<file path="src/rtl/gray_counter.sv">
// Registered Gray-code sequence generator with valid/ready output, up/down stepping,
// synchronous binary load and a one-cycle wrap pulse.
module gray_counter #(
  parameter int unsigned WIDTH = 4
) (
  input  logic             clk,
  input  logic             rst,
  input  logic             en,
  input  logic             up,
  input  logic             load,
  input  logic [WIDTH-1:0] load_bin,
  output logic [WIDTH-1:0] g,
  output logic             g_valid,
  input  logic             g_ready,
  output logic             wrap
);

  localparam logic [0:0] EMPTY = 1'b0;
  localparam logic [0:0] FULL  = 1'b1;

  logic [0:0]       state;
  logic [WIDTH-1:0] cnt;
  logic [WIDTH-1:0] nxt;
  logic             xfer;
  logic             step;
  logic             crosses;

  function automatic logic [WIDTH-1:0] to_gray(input logic [WIDTH-1:0] b);
    return b ^ (b >> 1);
  endfunction

  always_comb begin
    xfer    = (state == FULL) && g_ready;
    // A FULL word may only be replaced once it has been accepted.
    step    = en && ((state == EMPTY) || xfer);
    nxt     = up ? cnt + 1'b1 : cnt - 1'b1;
    crosses = up ? (cnt == '1) : (cnt == '0);
  end

  always_ff @(posedge clk) begin
    if (rst) begin
      cnt   <= '0;
      g     <= '0;
      state <= FULL;
      wrap  <= 1'b0;
    end else if (load) begin
      cnt   <= load_bin;
      g     <= to_gray(load_bin);
      state <= FULL;
      wrap  <= 1'b0;
    end else begin
      wrap <= 1'b0;
      if (step) begin
        cnt   <= nxt;
        g     <= to_gray(nxt);
        state <= FULL;
        wrap  <= crosses;
      end else if (xfer) begin
        state <= EMPTY;
      end
    end
  end

  assign g_valid = (state == FULL);

endmodule

</file>
<file path="config.mk">
export PLATFORM = sky130hd
export DESIGN_NAME = gray_counter
export DESIGN_NICKNAME = d
export VERILOG_FILES = /design/src/rtl/gray_counter.sv
export SDC_FILE = /design/constraint.sdc
export NUM_CORES = 1
export LEC_CHECK = 0
export BUFFER_PORTS_ARGS = -buffer_cell sky130_fd_sc_hd__buf_2
export CORE_AREA = 2 2 39 41
export CTS_BUF_LIST = sky130_fd_sc_hd__clkbuf_4
export CTS_CLUSTER_SIZE = 20
export DETAILED_ROUTE_END_ITERATION = 8
export DIE_AREA = 0 0 41 43
export HOLD_SLACK_MARGIN = 0.06
export PLACE_DENSITY = 0.7
export SYNTH_ARGS = -nofsm -noshare
export SYNTH_HDL_FRONTEND = slang
export SYNTH_SLANG_ARGS = --single-unit
</file>
<file path="constraint.sdc">
create_clock -name clk -period 2.7 [get_ports clk]
set_clock_uncertainty 0.15 [all_clocks]
set_input_delay 0.54 -clock clk [delete_from_list [all_inputs] [get_ports clk]]
set_output_delay 0.54 -clock clk [all_outputs]
set_load 0.02 [all_outputs]
</file>
## Word level (Yosys, flattened, before mapping)

Cells that the tools add are included.

- Output and inout bits: 6
- Register bits: 10
- Input port bits: 10
- Logic and storage cells: 24

- Reduce and logical (&&, ||, !) cells: 7
- Eq/ne operators: 1
- Bitwise gates (word level): 4
- Muxes and demuxes: 6
- Add/sub/neg operators: 2

Operators with widths:

| cell | count |
|---|---|
| $mux W4 | 5 |
| $xor A4 B3 Y4 | 2 |
| $reduce_or A3 Y1 | 2 |
| $add A4 B1 Y4 const B | 1 |
| $eq A4 B4 Y1 const B | 1 |
| $logic_not A4 Y1 | 1 |
| $sub A4 B1 Y4 const B | 1 |
| $logic_and A1 B1 Y1 | 2 |
| $not A1 Y1 | 2 |
| $reduce_bool A2 Y1 | 1 |
| $logic_or A1 B1 Y1 | 1 |
| $mux W1 | 1 |

## Longest topological paths before layout

Gate-level depths: netlist of the first run.

- Word-level depth: 5
- Gate-level depth with buffers: 6
- Gate-level depth less buffers: 6

## Least setup slack after synthesis of the first run

OpenSTA, ideal clock, no wires.

- Kind: in2reg
- Start point: input up
- End point: register g[2]
- Data required time: 2.476 ns
- Setup slack: 0.647 ns
- Arrival time: 1.829 ns
- Setup time: 0.074 ns
- Stages on the path: 6
- Cells stage by stage: inv_1 fa_1 xor2_2 xor2_1 xnor3_1 a31oi_1

- Cells in the longest elaborated chain, start to end: 4

RTL lines:

| element | line | RTL |
|---|---|---|
| start, declared | 9 | `input logic up,` |
| $mux W4 | 36 | `nxt = up ? cnt + 1'b1 : cnt - 1'b1;` |
| $xor A4 B3 Y4 | 29 | `return b ^ (b >> 1);` |
| $mux W4 | 53 | `if (step) begin` |
| $mux W4 | 46 | `end else if (load) begin` |
| end signal, assigned | 48 | `g <= to_gray(load_bin);` |
| end signal, assigned | 55 | `g <= to_gray(nxt);` |
| end, declared | 12 | `output logic [WIDTH-1:0] g,` |

No other way between the ends. The select of a mux whose other input is x is not followed.
A chain may end at the register's enable or synchronous reset.

## Final worst setup path of the first run

Same ends and word-level chain as after synthesis.

==> qor.txt, run 1 <==
Number of buffers created by CTS -> 3
Cell taking the most area after synthesis -> sky130_fd_sc_hd__dfxtp_1
Final setup violation count -> 0
Worst setup path category -> in2reg
Slack of the critical path -> 0.6803 ns
Final Slew Violations -> 0
Area post-placement -> 680.7 um2
Final cell utilization of the core -> 51.18%
Peak Freq -> 0.4951 GHz
Class of the worst hold path -> in2reg
Multiplexer fraction of the synthesized cell area -> 1.677%
Synth Area in Adders -> 7.547%
Placement-stage worst setup slack -> 0.3562 ns
Maximum number of pins on one net before global-route repair -> 11
Total congestion overflow -> 0
Layout net count -> 98
Critical-path maximum fanout -> 7
Syn-to-layout area delta -> 18.66%
Fraction of synthesized cell area taken by the top area cell type -> 30.19%
Core outline area -> 0.001384 mm2
Number of warnings issued by yosys -> 0
Starting density of the core -> 43.13%
Iter 0 DRT Violations -> 7
Die Footprint -> 0.001763 mm2
Run status -> finished, final reports clean
Worst slew margin -> 74.38%
Xor and xnor area share after synthesis -> 18.24%
DRC violation count after routing -> 0
Average cell area after synthesis -> 8.908 um2
Wire length of the first global-routing pass -> 2152 um
Main combinational cell family by area after synthesis -> simple AND/OR/NAND/NOR gates
CTS tree -> done
Mapped Cells -> 67
WP data required -> 2.76 ns
Setup total negative slack -> 0 ns
Signal arrival time at the worst endpoint -> 2.08 ns
Total internal power -> 249.3 uW
Final design instance area without fill -> 708.2 um2
Detailed placement HPWL -> 1044 um
Routed WL -> 1317 um
Slew at the pin closest to its max-slew limit -> 0.3746 ns
Number of port buffers -> 15
Total Routing Usage GR -> 18.69%
Maximum vdd drop -> 209.2 uV
Cell area power density -> 534.1 mW/mm2
Clock network latency to the later pin of the worst-skew pair -> 0.27 ns
Number of clock sinks -> 9
Clock Path Buffers -> 2
Part of the Yosys area used for sequential elements -> 30.19%
Switching fraction of total power -> 34.08%
Average routed wire per standard cell -> 13.17 um
Number of synthesized register bits -> 9
Cell variety after synth -> 31
Post-CTS setup buffer count -> 0
Synth top area cells -> sky130_fd_sc_hd__dfxtp_1 30%, sky130_fd_sc_hd__xnor2_1 5.9%, sky130_fd_sc_hd__xor2_1 5.9%
Clk pwr share -> 29.2%
Complex-gate fraction of the synthesized area -> 18.66%
Clk pin slew, worst setup/hold paths -> 0.07 ns
Final period demand of the worst path -> 2.020 ns
Count of TritonRoute iterations in the first routing pass -> 4
RSZ-0062 raised after global routing -> no
Via count of the first global-routing pass -> 503
Vias per cell -> 5.570
Fraction of layout cells with a size suffix above 1 -> 25.00%
Count of nets left with antenna violations after detail routing -> 0
Antenna violations before repair -> 0
Seq pwr share -> 40.7%
Antenna fix cells -> 0
Max-capacitance violation count -> 0
Top Ports -> 16
Portion of total power attributed to combinational logic -> 30.2%
Routability congestion estimate from global placement -> 0.7652
Count of final hold-check violations -> 0
Synth Net Count -> 80
Synthesized area -> 596.8 um2
Row Count -> 14
Count of instances resized after the clock tree is built -> 0
CTS H-Tree Depth -> 1
Share of the cycle needed by the critical path after routing -> 74.80%
Simple-gate share of the synthesized area -> 19.29%
Element type at the critical path end -> flop
Clock root buffer -> sky130_fd_sc_hd__clkbuf_4
Width of the die -> 41 um
Net switching power figure -> 128.9 uW
Cts hold-fix bufs -> 0
Die span in y -> 43 um
Total vias in the final route -> 557
Critical Path Source Type -> primary input
Leakage power -> 0.3098 nW
[cell families after synthesis]
logic type      Yosys count
compound gates           17
fa+ha+maj                 3
buf+inv                   6
xor+xnor                 10
simple gates             21
mux                       1
flops                     9
[sequential cells by signal (all words and copies together) (netlist names)]
register and flops:
cnt 3, g 4, g_valid 1, wrap 1
[routing by layer]
layer | GRT usage (%) | wire [um] | vias up
met5 | 0 | 0 | -
met4 | 8.000 | 20 | 0
met3 | 6.283 | 84 | 2
met2 | 27.50 | 621 | 19
met1 | 23.93 | 591 | 256
li1 | - | - | 280
[path summary, 6_finish.rpt]
kind,startpoint,to,slack [ns],cells after the start
max,up,g[2],0.68,7
min,rst,cnt[2],0.37,2
min reg2reg,g[1],g[1],0.39,2
max reg2reg,cnt[0],g[2],0.82,5
[final cells by class]
class                      count  area (um2)
clock buffer                   3       22.52
clock inverter                 1       5.005
fill                         133       675.6
inverter                       4       15.01
multi-input combinational     52       390.4
sequential                     9       180.2
tap                           16       20.02
timing repair buffer          15       75.07
[cells in the mapped netlist]
master / number
sky130_fd_sc_hd__dfxtp_1: 9
sky130_fd_sc_hd__a21oi_1: 6
sky130_fd_sc_hd__nand2_1: 4
sky130_fd_sc_hd__xnor2_1: 4
sky130_fd_sc_hd__xor2_1: 4
sky130_fd_sc_hd__a211oi_1: 3
sky130_fd_sc_hd__inv_1: 3
sky130_fd_sc_hd__nor2_1: 3
sky130_fd_sc_hd__nor3_1: 3
sky130_fd_sc_hd__a2111oi_0: 2
sky130_fd_sc_hd__a311oi_1: 2
sky130_fd_sc_hd__ha_1: 2
sky130_fd_sc_hd__nand4_1: 2
sky130_fd_sc_hd__nor4_1: 2
sky130_fd_sc_hd__o21ai_0: 2
sky130_fd_sc_hd__a31oi_1: 1
sky130_fd_sc_hd__and2_1: 1
sky130_fd_sc_hd__and2b_1: 1
sky130_fd_sc_hd__buf_4: 1
sky130_fd_sc_hd__clkbuf_1: 1
sky130_fd_sc_hd__clkinv_1: 1
sky130_fd_sc_hd__fa_1: 1
sky130_fd_sc_hd__mux2i_1: 1
sky130_fd_sc_hd__nand2b_1: 1
sky130_fd_sc_hd__nand3_1: 1
sky130_fd_sc_hd__nor2_4: 1
sky130_fd_sc_hd__nor2b_1: 1
sky130_fd_sc_hd__o31ai_1: 1
sky130_fd_sc_hd__or3_1: 1
sky130_fd_sc_hd__xnor3_1: 1
sky130_fd_sc_hd__xor2_2: 1
[placed cells by master, fill, tap and decap left out, types with 2 or more instances in the layout]
master / count
sky130_fd_sc_hd__xnor2_1: 4
sky130_fd_sc_hd__inv_1: 3
sky130_fd_sc_hd__clkbuf_4: 3
sky130_fd_sc_hd__a311oi_1: 2
sky130_fd_sc_hd__a21oi_1: 6
sky130_fd_sc_hd__nor3_1: 3
sky130_fd_sc_hd__a2111oi_0: 2
sky130_fd_sc_hd__o21ai_0: 2
sky130_fd_sc_hd__nor4_1: 2
sky130_fd_sc_hd__buf_2: 15
sky130_fd_sc_hd__xor2_1: 4
sky130_fd_sc_hd__nor2_1: 3
sky130_fd_sc_hd__ha_1: 2
sky130_fd_sc_hd__dfxtp_1: 9
sky130_fd_sc_hd__a211oi_1: 3
sky130_fd_sc_hd__nand2_1: 4
sky130_fd_sc_hd__nand4_1: 2
[power groups by stage]
stage	logic [mW]	registers (mW)	clock network [mW]
final	0.114	0.154	0.110
after CTS	0.114	0.154	0.112
after global placement	0.111	0.157	0
after floorplan	0.0796	0.161	0
after detailed placement	0.115	0.157	0
after global routing	0.126	0.155	0.119
[per-stage QoR]
step                      power [mW]  hold WS, ns  instances
after global routing          0.4000       0.3877        100
after floorplan               0.2407       0.3571         67
after CTS                     0.3801       0.3565        100
after global placement        0.2681       0.3808         96
after detailed placement      0.2713       0.3799         96
final                         0.3782       0.3661        100
[critical path, stage by stage]
cell	delay, ns
sky130_fd_sc_hd__buf_2	0.11
sky130_fd_sc_hd__inv_1	0.13
sky130_fd_sc_hd__fa_1	0.48
sky130_fd_sc_hd__xor2_2	0.23
sky130_fd_sc_hd__xor2_1	0.20
sky130_fd_sc_hd__xnor3_1	0.23
sky130_fd_sc_hd__a31oi_1	0.16
Power figures use the tool's default switching activity.
==> inputs of run 2 (changes only) <==
Settings changed: PLACE_DENSITY 0.7 to 0.72.
Clock period 2.7 ns to 1.8 ns, I/O delays scaled along.
==> qor.txt, run 2 (synthesized netlist as in run 1, its figures left out) <==
Clock Path Buffers -> 2 (unchanged)
Signal arrival time at the worst endpoint -> 1.80 ns (was 2.08 ns)
Die span in y -> 43 um (unchanged)
Buf/Inv on CP -> 0 (was 2)
Routed WL -> 1478 um (was 1317 um)
Most common cell after layout, fill and taps aside -> sky130_fd_sc_hd__buf_2 (unchanged)
Number of flip-flops in the largest register -> 4 (unchanged)
Worst reg2reg path depth -> 5 (unchanged)
Leakage power -> 0.3469 nW (was 0.3098 nW)
Die Footprint -> 0.001763 mm2 (unchanged)
Antenna fix cells -> 0 (unchanged)
Slew at the pin closest to its max-slew limit -> 0.3739 ns (was 0.3746 ns)
DRC violation count after routing -> 0 (unchanged)
Count of nets left with antenna violations after detail routing -> 0 (unchanged)
Area post-placement -> 752.0 um2 (was 680.7 um2)
Iter 0 DRT Violations -> 10 (was 7)
Cells along the critical path -> fa_2, xor2_4, xor2_1, xnor3_1, a31oi_1 (was buf_2, inv_1, fa_1, xor2_2, xor2_1, xnor3_1, a31oi_1)
Delay-heaviest family, CP -> XOR/XNOR gates (unchanged)
Final design instance area without fill -> 813.3 um2 (was 708.2 um2)
Number of buffers created by CTS -> 3 (unchanged)
Cell type of the slowest stage on the worst timing path -> sky130_fd_sc_hd__fa_2 (was sky130_fd_sc_hd__fa_1)
Count of TritonRoute iterations in the first routing pass -> 4 (unchanged)
Cts hold-fix bufs -> 0 (unchanged)
Max-capacitance violation count -> 0 (unchanged)
Filler cell count -> 125 (was 133)
Clock root buffer -> sky130_fd_sc_hd__clkbuf_4 (unchanged)
Maximum vdd drop -> 478.3 uV (was 209.2 uV)
Largest stage delay on the critical path -> 0.42 ns (was 0.48 ns)
CTS tree -> done (unchanged)
Count of final hold-check violations -> 0 (unchanged)
Element type at the critical path end -> flop (unchanged)
CTS H-Tree Depth -> 1 (unchanged)
Most frequent cells in the layout -> 15 x sky130_fd_sc_hd__buf_2, 8 x sky130_fd_sc_hd__buf_4, 7 x sky130_fd_sc_hd__dfxtp_1 (was 15 x sky130_fd_sc_hd__buf_2, 9 x sky130_fd_sc_hd__dfxtp_1, 6 x sky130_fd_sc_hd__a21oi_1)
WP data required -> 1.83 ns (was 2.76 ns)
Antenna violations before repair -> 0 (unchanged)
Layout net count -> 106 (was 98)
RSZ-0062 raised after global routing -> yes (was no)
Final setup violation count -> 0 (unchanged)
Number of clock sinks -> 9 (unchanged)
Clk pin slew, worst setup/hold paths -> 0.06 ns (was 0.07 ns)
Share of the cycle needed by the critical path after routing -> 98.23%
Number of port buffers -> 15 (unchanged)
Fraction of layout cells with a size suffix above 1 -> 39.13% (was 25.00%)
Register-to-Register Setup Slack -> 0.03 ns (was 0.82 ns)
Worst setup path category -> reg2reg (was in2reg)
Total Routing Usage GR -> 18.91% (was 18.69%)
Total power draw -> 631.1 uW (was 378.2 uW)
Worst slew margin -> 74.84% (was 74.38%)
Row Count -> 14 (unchanged)
Detailed placement HPWL -> 1098 um (was 1044 um)
Wire length of the first global-routing pass -> 2249 um (was 2152 um)
Maximum number of pins on one net before global-route repair -> 11 (unchanged)
Worst Hold Endpoint -> cnt[2] (unchanged)
Width of the die -> 41 um (unchanged)
Clock network latency to the later pin of the worst-skew pair -> 0.26 ns (was 0.27 ns)
Reg2reg start -> cnt[1] (was cnt[0])
Final period demand of the worst path -> 1.768 ns
Largest registers -> g: 4 flops, cnt: 3 flops (unchanged)
Final Slew Violations -> 0 (unchanged)
Starting density of the core -> 43.13% (unchanged)
Syn-to-layout area delta -> 36.27% (was 18.66%)
Critical Path Source Type -> flop (was primary input)
Total vias in the final route -> 602 (was 557)
Register ranked first by flip-flop count -> g (unchanged)
Final cell utilization of the core -> 58.77% (was 51.18%)
Via count of the first global-routing pass -> 538 (was 503)
Peak Freq -> 0.5655 GHz
Total congestion overflow -> 0 (unchanged)
Routability congestion estimate from global placement -> 0.7377 (was 0.7652)
Run status -> finished, final reports clean (unchanged)
Core outline area -> 0.001384 mm2 (unchanged)
Average routed wire per standard cell -> 13.69 um (was 13.17 um)
Worst hold start -> rst (unchanged)
Worst reg2reg path endpoint -> g[2] (unchanged)
Top Ports -> 16 (unchanged)
Cell area power density -> 775.9 mW/mm2 (was 534.1 mW/mm2)
Vias per cell -> 5.574 (was 5.570)
Critical-path maximum fanout -> 3 (was 7)
Worst Hold Path Cells -> 2 (unchanged)
Hold Worst Slack -> 0.1949 ns (was 0.3661 ns)
Class of the worst hold path -> in2reg (unchanged)
==> run 2: final cells by class <==
cell class	count	area, um2	share of cell area, %
repair buffers	23	135.1	16.62
clock buffers	4	30.03	3.692
flip-flops and latches	9	182.7	22.46
multi-input cells	52	426.7	52.46
inverters	4	18.77	2.308
well taps	16	20.02	2.462
==> run 2: per-layer routing <==
metal	part of all wire [%]	global-route usage, %
met5	0	0
met1	44	23.68
met4	1.4	4.000
met2	49	29.06
met3	5.3	8.377
==> run 2: power breakdown <==
group	total [mW]	switching, mW	internal, mW
clock	0.170	0.0693	0.100
sequential	0.229	0.0131	0.216
combinational	0.233	0.116	0.117
==> run 2: repair_timing <==
action,CTS,global route
setup buffers,0,1
endpoints found under the setup margin,1,3
resized for setup,0,7
pin swaps,1,3
cloned,0,0
==> run 2: stage by stage <==
stage,setup TNS (ns),instances,setup WS (ns)
4_1_cts,0,107,0.0004272
5_1_grt,-0.1371,108,-0.06688
2_1_floorplan,-0.01457,67,-0.01457
6_report,0,108,0.03180
3_5_place_dp,-0.9768,103,-0.2405
3_3_place_gp,-0.8527,103,-0.2078
==> run 2: how the worst max path moves through the flow <==
stage	startpoint	to	cells past startpoint
global route	cnt[1]	g[2]	5
finish	cnt[1]	g[2]	5
CTS	cnt[1]	g[2]	5
global placement	up	g[2]	7
floorplan	up	g[2]	6
detailed placement	up	g[2]	7
==> inputs of run 3 (changes only) <==
--- a/config.mk
+++ b/config.mk
@@ -10,2 +10,3 @@
 export CTS_BUF_LIST = sky130_fd_sc_hd__clkbuf_4
+export CTS_CLUSTER_DIAMETER = 50
 export CTS_CLUSTER_SIZE = 20
==> constraint.sdc (replaced) <==
create_clock -name clk -period 1.8 [get_ports clk]
set_clock_uncertainty 0.15 [all_clocks]
set_input_delay 0.18 -clock clk [delete_from_list [all_inputs] [get_ports clk]]
set_output_delay 0.18 -clock clk [all_outputs]
set_load 0.02 [all_outputs]
==> qor.txt, run 3 (synthesized netlist as in run 1, its figures left out) <==
Detailed placement HPWL -> 1124 um (was 1098 um)
Switching fraction of total power -> 32.52% (was 31.43%)
Portion of total power attributed to combinational logic -> 35.2% (was 36.9%)
Count of nets left with antenna violations after detail routing -> 0 (unchanged)
Average routed wire per standard cell -> 13.43 um (was 13.69 um)
Final period demand of the worst path -> 1.733 ns (was 1.768 ns)
Clock Path Buffers -> 2 (unchanged)
Most common cell after layout, fill and taps aside -> sky130_fd_sc_hd__buf_2 (unchanged)
Final Slew Violations -> 0 (unchanged)
Layout net count -> 107 (was 106)
Core outline area -> 0.001384 mm2 (unchanged)
Fraction of layout cells with a size suffix above 1 -> 35.48% (was 39.13%)
Max-capacitance violation count -> 0 (unchanged)
Post-CTS setup buffer count -> 0 (unchanged)
Register ranked first by flip-flop count -> g (unchanged)
Number of port buffers -> 15 (unchanged)
Width of the die -> 41 um (unchanged)
Vias per cell -> 5.661 (was 5.574)
Total vias in the final route -> 617 (was 602)
Share of the cycle needed by the critical path after routing -> 96.28% (was 98.23%)
Final cell utilization of the core -> 59.13% (was 58.77%)
Total Routing Usage GR -> 20.10% (was 18.91%)
Seq pwr share -> 36.0% (was 36.2%)
Area post-placement -> 733.2 um2 (was 752.0 um2)
Final design instance area without fill -> 818.3 um2 (was 813.3 um2)
Worst slew margin -> 69.98% (was 74.84%)
Critical Path Source Type -> flop (unchanged)
Clk pwr share -> 28.8% (was 26.9%)
Number of flip-flops in the largest register -> 4 (unchanged)
Number of clock sinks -> 9 (unchanged)
Antenna fix cells -> 0 (unchanged)
Setup total negative slack -> 0 ns (unchanged)
Net switching power figure -> 207.0 uW (was 198.4 uW)
WP data required -> 1.86 ns (was 1.83 ns)
Element type at the critical path end -> flop (unchanged)
Antenna violations before repair -> 0 (unchanged)
CTS tree -> done (unchanged)
Placement-stage worst setup slack -> -0.07249 ns (was -0.2405 ns)
Routed WL -> 1464 um (was 1478 um)
Final setup violation count -> 0 (unchanged)
Maximum number of pins on one net before global-route repair -> 11 (unchanged)
Run status -> finished, final reports clean (unchanged)
Number of buffers created by CTS -> 3 (unchanged)
Total power draw -> 636.4 uW (was 631.1 uW)
Slack of the critical path -> 0.06699 ns (was 0.03180 ns)
DRC violation count after routing -> 0 (unchanged)
Die span in y -> 43 um (unchanged)
Filler cell count -> 141 (was 125)
Total congestion overflow -> 0 (unchanged)
Worst setup path category -> reg2reg (unchanged)
Clock network latency to the later pin of the worst-skew pair -> 0.27 ns (was 0.26 ns)
Count of TritonRoute iterations in the first routing pass -> 7 (was 4)
Slew at the pin closest to its max-slew limit -> 0.4390 ns (was 0.3739 ns)
Total internal power -> 429.5 uW (was 432.7 uW)
Cell area power density -> 777.8 mW/mm2 (was 775.9 mW/mm2)
Via count of the first global-routing pass -> 551 (was 538)
Class of the worst hold path -> in2reg (unchanged)
Critical-path maximum fanout -> 3 (unchanged)
Leakage power -> 0.3566 nW (was 0.3469 nW)
Signal arrival time at the worst endpoint -> 1.79 ns (was 1.80 ns)
Routability congestion estimate from global placement -> 0.7960 (was 0.7377)
Starting density of the core -> 43.13% (unchanged)
Most frequent cells in the layout -> 15 x sky130_fd_sc_hd__buf_2, 8 x sky130_fd_sc_hd__dfxtp_1, 7 x sky130_fd_sc_hd__buf_4 (was 15 x sky130_fd_sc_hd__buf_2, 8 x sky130_fd_sc_hd__buf_4, 7 x sky130_fd_sc_hd__dfxtp_1)
Maximum vdd drop -> 406.1 uV (was 478.3 uV)
Peak Freq -> 0.5770 GHz (was 0.5655 GHz)
Clk pin slew, worst setup/hold paths -> 0.07 ns (was 0.06 ns)
Reg area -> 181.4 um2 (was 182.7 um2)
Row Count -> 14 (unchanged)
CTS H-Tree Depth -> 1 (unchanged)
Syn-to-layout area delta -> 37.11% (was 36.27%)
Area of combinational cells with multiple inputs -> 424.2 um2 (was 426.7 um2)
Largest registers -> g: 4 flops, cnt: 3 flops (unchanged)
Die Footprint -> 0.001763 mm2 (unchanged)
Wire length of the first global-routing pass -> 2352 um (was 2249 um)
RSZ-0062 raised after global routing -> yes (unchanged)
Top Ports -> 16 (unchanged)
Iter 0 DRT Violations -> 14 (was 10)
Clock root buffer -> sky130_fd_sc_hd__clkbuf_4 (unchanged)
Count of final hold-check violations -> 0 (unchanged)
[run 3: through the flow]
step	hold WS, ns	std cells
finish	0.06046	109
global route	0.08546	109
CTS	0.06573	109
detailed placement	0.2812	103
global placement	0.2835	103
floorplan	0.09907	67
[run 3: area by class of cell]
| type | count | share of cell area, % |
|---|---|---|
| Multi-Input combinational cell | 52 | 51.83 |
| Sequential cell | 9 | 22.17 |
| Timing Repair Buffer | 24 | 18.04 |
| Clock buffer | 4 | 3.670 |
| Tap cell | 16 | 2.446 |
| Inverter | 4 | 1.835 |
[run 3: what timing repair did]
item                       CTS  global route
hold buffers                 2             0
setup endpoints to repair    1             4
pin swaps                    1             2
gates resized for setup      1             7
hold endpoints to repair     5             0
[run 3: worst paths after layout]
check                                  from       to  slack (ns)  cells after the start
worst max-delay path                 cnt[0]     g[2]        0.07                      5
worst min-delay path            load_bin[0]   cnt[0]        0.06                      3
worst max register to register       cnt[0]     g[2]        0.07                      5
worst min register to register      g_valid  g_valid        0.41                      2
[run 3: power by group through the flow]
| stage | registers (mW) | clock network [mW] | logic (mW) |
|---|---|---|---|
| final | 0.229 | 0.183 | 0.224 |
| after global routing | 0.231 | 0.193 | 0.243 |
| after CTS | 0.228 | 0.182 | 0.208 |
| after detailed placement | 0.232 | 0 | 0.201 |
| after global placement | 0.231 | 0 | 0.198 |
| after floorplan | 0.242 | 0 | 0.119 |
[run 3: worst max-delay path: stages (launching register included)]
cell and delay (ns):
sky130_fd_sc_hd__dfxtp_1 0.34, sky130_fd_sc_hd__fa_2 0.41, sky130_fd_sc_hd__xor2_4 0.19, sky130_fd_sc_hd__xor2_1 0.18, sky130_fd_sc_hd__xnor3_1 0.23, sky130_fd_sc_hd__a31oi_1 0.16
[run 3: per-layer routing]
metal,GRT usage (%),part of all wire [%],vias up
li1,-,-,296
met1,27.21,43,285
met2,29.69,48,31
met3,3.141,5.9,5
met4,10.00,2.2,0
met5,0,0,-
